## config.mk

```make
export PLATFORM = sky130hd
export DESIGN_NAME = bram_port_arbiter
export DESIGN_NICKNAME = d
export VERILOG_FILES = /design/src/rtl/bram_port_arbiter.sv
export SDC_FILE = /design/constraint.sdc
export NUM_CORES = 1
export LEC_CHECK = 0
export BUFFER_PORTS_ARGS = -buffer_cell sky130_fd_sc_hd__buf_2
export CORE_MARGIN = 1
export CORE_UTILIZATION = 28
export DETAILED_ROUTE_END_ITERATION = 12
export GPL_TIMING_DRIVEN = 0
export PLACE_DENSITY = 0.85
export REMOVE_ABC_BUFFERS = 1
export SLEW_MARGIN = 20
export SYNTH_ARGS = -nofsm -noshare
export SYNTH_HDL_FRONTEND = slang
export SYNTH_SLANG_ARGS = --single-unit
```

## constraint.sdc

```tcl
create_clock -name clk -period 3.85 [get_ports clk]
set_input_delay 0.1925 -clock clk [delete_from_list [all_inputs] [get_ports clk]]
set_output_delay 0.1925 -clock clk [all_outputs]
set_load 0.05 [all_outputs]
```

## src/rtl/bram_port_arbiter.sv

```systemverilog
// -----------------------------------------------------------------------------
// bram_port_arbiter
//
// Shares one port of a true dual-port BRAM between two requesters. Each cycle
// at most one single-beat read or write is granted, combinationally, using
// round-robin on ties. A requester can hold the port across cycles with its
// lock input. Read data comes back one cycle after the grant and is routed to
// the requester that issued the read.
//
// Ports
//   clk, rst_n              clock, asynchronous active-low reset
//   i_req0/1                access request
//   i_we0/1                 1 = write, 0 = read
//   i_lock0/1               keep the grant next cycle while still requesting
//   i_addr0/1, i_din0/1     word address, write data
//   o_gnt0/1                access accepted this cycle (combinational)
//   o_rvalid0/1, o_rdata0/1 read return; o_rdata is 0 while o_rvalid is low
//   addr, en, we, din       BRAM port drive
//   qout                    BRAM read data, valid one cycle after a read
// -----------------------------------------------------------------------------
module bram_port_arbiter #(
    parameter int DATA_WIDTH = 16,
    parameter int ADDR_WIDTH = 7,
    parameter int MEM_SIZE   = 128
) (
    input  logic                  clk,
    input  logic                  rst_n,

    input  logic                  i_req0,
    input  logic                  i_we0,
    input  logic                  i_lock0,
    input  logic [ADDR_WIDTH-1:0] i_addr0,
    input  logic [DATA_WIDTH-1:0] i_din0,
    output logic                  o_gnt0,
    output logic                  o_rvalid0,
    output logic [DATA_WIDTH-1:0] o_rdata0,

    input  logic                  i_req1,
    input  logic                  i_we1,
    input  logic                  i_lock1,
    input  logic [ADDR_WIDTH-1:0] i_addr1,
    input  logic [DATA_WIDTH-1:0] i_din1,
    output logic                  o_gnt1,
    output logic                  o_rvalid1,
    output logic [DATA_WIDTH-1:0] o_rdata1,

    output logic [ADDR_WIDTH-1:0] addr,
    output logic                  en,
    output logic                  we,
    output logic [DATA_WIDTH-1:0] din,
    input  logic [DATA_WIDTH-1:0] qout
);

    // Requesters never issue addresses at or above MEM_SIZE, so the arbiter
    // passes addresses through without range checking.
    localparam int unsigned DEPTH = MEM_SIZE;

    // Registered state
    logic r_last_gnt;    // index granted most recently
    logic r_locked;      // lock active
    logic r_lock_owner;  // index that holds the lock
    logic r_rd_pend;     // a read was granted last cycle
    logic r_rd_id;       // which requester that read belongs to

    // Arbitration result
    logic w_any_gnt;
    logic w_winner;
    logic w_owner_req;
    logic w_win_we;
    logic w_win_lock;

    // The lock only applies while its owner is still requesting; once the
    // owner drops its request the other side competes normally.
    assign w_owner_req = r_lock_owner ? i_req1 : i_req0;

    always_comb begin
        // NOTE: every output of a combinational block gets a default first so
        // no path leaves it unassigned and no latch is inferred.
        w_any_gnt = 1'b0;
        w_winner  = 1'b0;
        if (r_locked && w_owner_req) begin
            w_any_gnt = 1'b1;
            w_winner  = r_lock_owner;
        end else if (i_req0 && i_req1) begin
            // Tie: the side not served most recently wins.
            w_any_gnt = 1'b1;
            w_winner  = ~r_last_gnt;
        end else if (i_req0 || i_req1) begin
            w_any_gnt = 1'b1;
            w_winner  = i_req1;
        end
    end

    assign o_gnt0 = w_any_gnt & ~w_winner;
    assign o_gnt1 = w_any_gnt &  w_winner;

    assign w_win_we   = w_winner ? i_we1   : i_we0;
    assign w_win_lock = w_winner ? i_lock1 : i_lock0;

    // BRAM drive: winner's request, all zero when idle.
    always_comb begin
        en   = w_any_gnt;
        addr = '0;
        we   = 1'b0;
        din  = '0;
        if (w_any_gnt) begin
            addr = w_winner ? i_addr1 : i_addr0;
            we   = w_win_we;
            din  = w_winner ? i_din1  : i_din0;
        end
    end

    // Arbitration state. last_gnt resets to 1 so requester 0 wins the first
    // tie after reset.
    // NOTE: sequential state uses non-blocking assignments so every register
    // samples the pre-edge values regardless of statement order.
    always_ff @(posedge clk or negedge rst_n) begin
        if (!rst_n) begin
            r_last_gnt   <= 1'b1;
            r_locked     <= 1'b0;
            r_lock_owner <= 1'b0;
        end else if (w_any_gnt) begin
            r_last_gnt   <= w_winner;
            r_locked     <= w_win_lock;
            r_lock_owner <= w_winner;
        end else begin
            r_locked     <= 1'b0;
        end
    end

    // Read-return tag, aligned with the BRAM's one-cycle registered output.
    // Resetting rd_pend drops any read in flight.
    always_ff @(posedge clk or negedge rst_n) begin
        if (!rst_n) begin
            r_rd_pend <= 1'b0;
            r_rd_id   <= 1'b0;
        end else begin
            r_rd_pend <= w_any_gnt & ~w_win_we;
            if (w_any_gnt) begin
                r_rd_id <= w_winner;
            end
        end
    end

    assign o_rvalid0 = r_rd_pend & ~r_rd_id;
    assign o_rvalid1 = r_rd_pend &  r_rd_id;
    assign o_rdata0  = o_rvalid0 ? qout : '0;
    assign o_rdata1  = o_rvalid1 ? qout : '0;

endmodule
```

Word level (Yosys, flattened, before mapping)
Cells that the tools add are included.

Register bits after elaboration: 4. Input port bits: 70. Output and inout bits: 61. Word-level logic and storage cells: 33.

Multiplexer cells: 17. Bitwise operators: 9. Reduce and logical (&&, ||, !) cells: 3.

Operators with widths (count): 2-to-1 mux 16 bit (4); 2-to-1 mux 7 bit (2); 2-to-1 mux 1 bit (11); bitwise AND 1 bit (5); inverter 1 bit (4); logical AND 1 bit (2); logical OR 1 bit (1).

Longest topological paths before layout
Depth in word-level cells: 7. Gate-level depth with buffers: 5. Depth with buffers taken out: 4.

Worst setup path before layout
OpenSTA, ideal clock, no wires.

Path kind: register -> output. Start point: register r_rd_id. End point: output port o_rdata0[10]. Arrival time: 1640 ps. Data required time: 3658 ps. Slack: 2017 ps. Cell stages (with the launch flop): 5. Buffers on the path: 2. Cell sequence: dfrtp_1 clkbuf_1 nor2b_1 buf_2 and2_1.

Longest elaborated chain between the ends: 3.

RTL lines: start: declaration (line 63) `logic r_rd_id;`; start signal: assignment (line 140) `r_rd_id <= w_winner;`; inverter 1 bit (line 145) `assign o_rvalid0 = r_rd_pend & ~r_rd_id;`; bitwise AND 1 bit (line 145); net o_rvalid0 (line 35) `output logic o_rvalid0,`; 2-to-1 mux 16 bit (line 147) `assign o_rdata0 = o_rvalid0 ? qout : '0;`; end: declaration (line 36) `output logic [DATA_WIDTH-1:0] o_rdata0,`.

The timed path passes the listed nets, and every way through them passes these cells.

==> impl_metrics.toml <==
[outcome]
status = "finished, final reports clean"

[layout]
fin_area_sq_mm = 0.00138
nFillCells = 255
antennaDiodeCount = 0
area_growth_pct = 90.2
final_util_pct = 56.1
multi_input_area_sq_um = 537
register_area_sq_um = 101
drive_gt1_share_pct = 64.2
nNetsFinal = 283

[sta]
hold_viol = 0
finalCriticalPeriod_ns = 2.54
slew_violations = 0
tightest_slew_ns = 1.03
rsz0062_at_grt = "false"
max_clock_freq_mhz = 394
relSlewSlack_pct = 31.3
fin_tns_setup_ns = 0
setup_viol = 0
whs_ns = 0.179
fin_crit_sh_pct = 66.0
finClkSkew_ns = 0.00388

[yosys]
ys_warn_count = 0
yosys_register_bits = 4
ys.flop_type = "dfrtp_1"
synthTopCellsByArea = "a32o_1, and2_1, and3_1, dfrtp_1, buf_6"
synth_edf_count = 0
netlist_area_sq_um = 724
syn_area_per_cell_sq_um = 8.14
yosysMostFrequentCell = "a32o_1"
yosys.area.top_type = "a32o_1"
synthTopCellsByCount = "a32o_1, and2_1, and3_1, clkbuf_1, inv_1"
synth.distinct_cells = 15
ys_async_sr_fraction_pct = 100
yosysTopAreaCellShare_pct = 35.9
syn_inst = 89
synth-seq-area-share_pct = 14.0

[routing]
drtAntennaViolNets = 0
wl_mm = 3.01
first_pass_iters = 5
vias = 1208
avgRoutedWirePerCell_um = 12.4
drt_iter0_markers = 33
avgViaCountPerCell = 4.99
drc = 0

[worst_setup_path]
crit_family = "compound AO/OA/AOI/OAI gates"
cp_max_fo = 28
cpMaxStageDelayCell = "o21ai_2"
crit_chain = "nor2b_4 > o21ai_2 > a32o_1 > buf_2"
critPathArrivalTime_ns = 2.35
crit_path_end_kind = "output pin"
critPathKind = "reg -> out"
required_ns = 3.66
cpPeakStageDelay_ns = 0.82
start_kind = "flop"
path_buf_inv = 1

[power_and_ir_drop]
seqPwrFrac_pct = 12.6
peakVddDrop_mv = 0.209
power_frac_comb_pct = 75.3
p_clk_share_pct = 12.2
p_per_area_mw_per_mm2 = 335
p_sw_uw = 279
p_total_uw = 462
p_sw_share_pct = 60.3
internal-power_uw = 183
power_leakage_uw = 0.000882

[placement]
globalplace.congestion = 0.722
numPortBuffers = 130
hpwl_mm = 2.45
dpl-instance-area_sq_mm = 0.00134

[hold_path]
hp-class = "in -> reg"

[floorplanning]
die_w_um = 52.9
fp.dieH_um = 52.9
core-area_sq_mm = 0.00245
start_util_pct = 29.5
dieArea_sq_mm = 0.00279
ios = 131
rows = 18

[cts]
root_buffer = "clkbuf_4"
cts_num_sinks = 4
cts_max_path_buffers = 2
clk-insertion-delay-late_ns = 0.23
cts_buffers = 3
clk_pin_slew_worst_paths_ns = 0.04
htreeDepth = 1
cts_tree = "built"

[global_routing]
grt_pass1_vias = 952
grt_overflow = 0
grt_max_degree = 31
antenna_found_initial = 0
grt_pass1_wl_mm = 3.91
grt_usage_pct = 19.0

[job]
drv_cap = 0
[area by class of cell]
class,count,share of cell area [%]
tap,30,2.72
multi-input combinational,69,39.0
clock buffer,4,1.91
sequential,4,7.36
timing repair buffer,131,48.0
inverter,4,1.09
[metal layers]
layer | up-vias | global-route usage [%] | routed length [um] | part of all wire, %
li1 | 595 | - | - | -
met1 | 527 | 17.6 | 1000 | 33
met2 | 86 | 40.3 | 1690 | 56
met3 | 0 | 3.45 | 321 | 11
met4 | 0 | 5.70 | 0 | 0
met5 | - | 0 | 0 | 0
[state kept, by name, indices dropped and copies added (netlist names)]
name        flops
r_last_gnt      1
r_locked        1
r_rd_id         1
r_rd_pend       1
[cells in the final DEF (no fill, tap or decap)]
cell type / count
clkbuf_1: 1
dlygate4sd3_1: 1
dfrtp_1: 3
buf_2: 130
a32o_1: 26
o31a_1: 1
and2_1: 18
and3_1: 16
nor2b_1: 2
nor2b_4: 1
nor2_1: 3
o21ai_2: 1
a22o_1: 1
dfstp_2: 1
inv_1: 4
clkbuf_4: 3
[cell families (layout without fill, tap and decap cells)]
family	count (synthesis)	after routing	share of synthesized area (%)
and+or+nand+nor	40	40	34.5
DFF	4	4	14.0
AOI/OAI and AO/OA	29	29	39.6
buffers and inverters	16	139	11.9
[worst register-to-register path, stage by stage (launching register included)]
cell and delay (ns):
dfrtp_1 0.64, nor2b_4 0.08, o21ai_2 0.82, a32o_1 0.28
[power by group through the flow]
stage	registers (uW)	logic [uW]	clock network, uW
floorplan	55.3	253	0
global placement	58.1	346	0
detailed placement	58.4	347	0
CTS	57.9	349	59.1
global route	59.3	365	63.5
finish	58.1	348	56.2
[repair_timing]
item / in CTS / in global routing
gates resized for setup: 0 / 0
setup buffers: 0 / 0
endpoints found under the hold margin: 4 / 0
hold buffers: 1 / 0
[metrics by stage]
step           setup WS (ns)  instances
3_3_place_gp            1.55        237
3_5_place_dp            1.56        237
4_1_cts                 1.30        242
6_report                1.31        242
5_1_grt                 1.12        242
2_1_floorplan           1.48         77
[path summary, 6_finish.rpt]
kind,start,end,slack [ns],cells after the start
min,i_lock0,r_locked$_DFF_PN0_,0.18,2
max reg2reg,r_rd_id$_DFFE_PN0P_,r_locked$_DFF_PN0_,1.96,3
max,r_rd_id$_DFFE_PN0P_,din[8],1.31,4
max in group asynchronous,rst_n,r_last_gnt$_DFFE_PN1P_,3.34,2
min in group asynchronous,rst_n,r_rd_pend$_DFF_PN0_,0.30,2
min reg2reg,r_last_gnt$_DFFE_PN1P_,r_last_gnt$_DFFE_PN1P_,0.49,2
No activity file was read; power rests on OpenSTA's default activity.
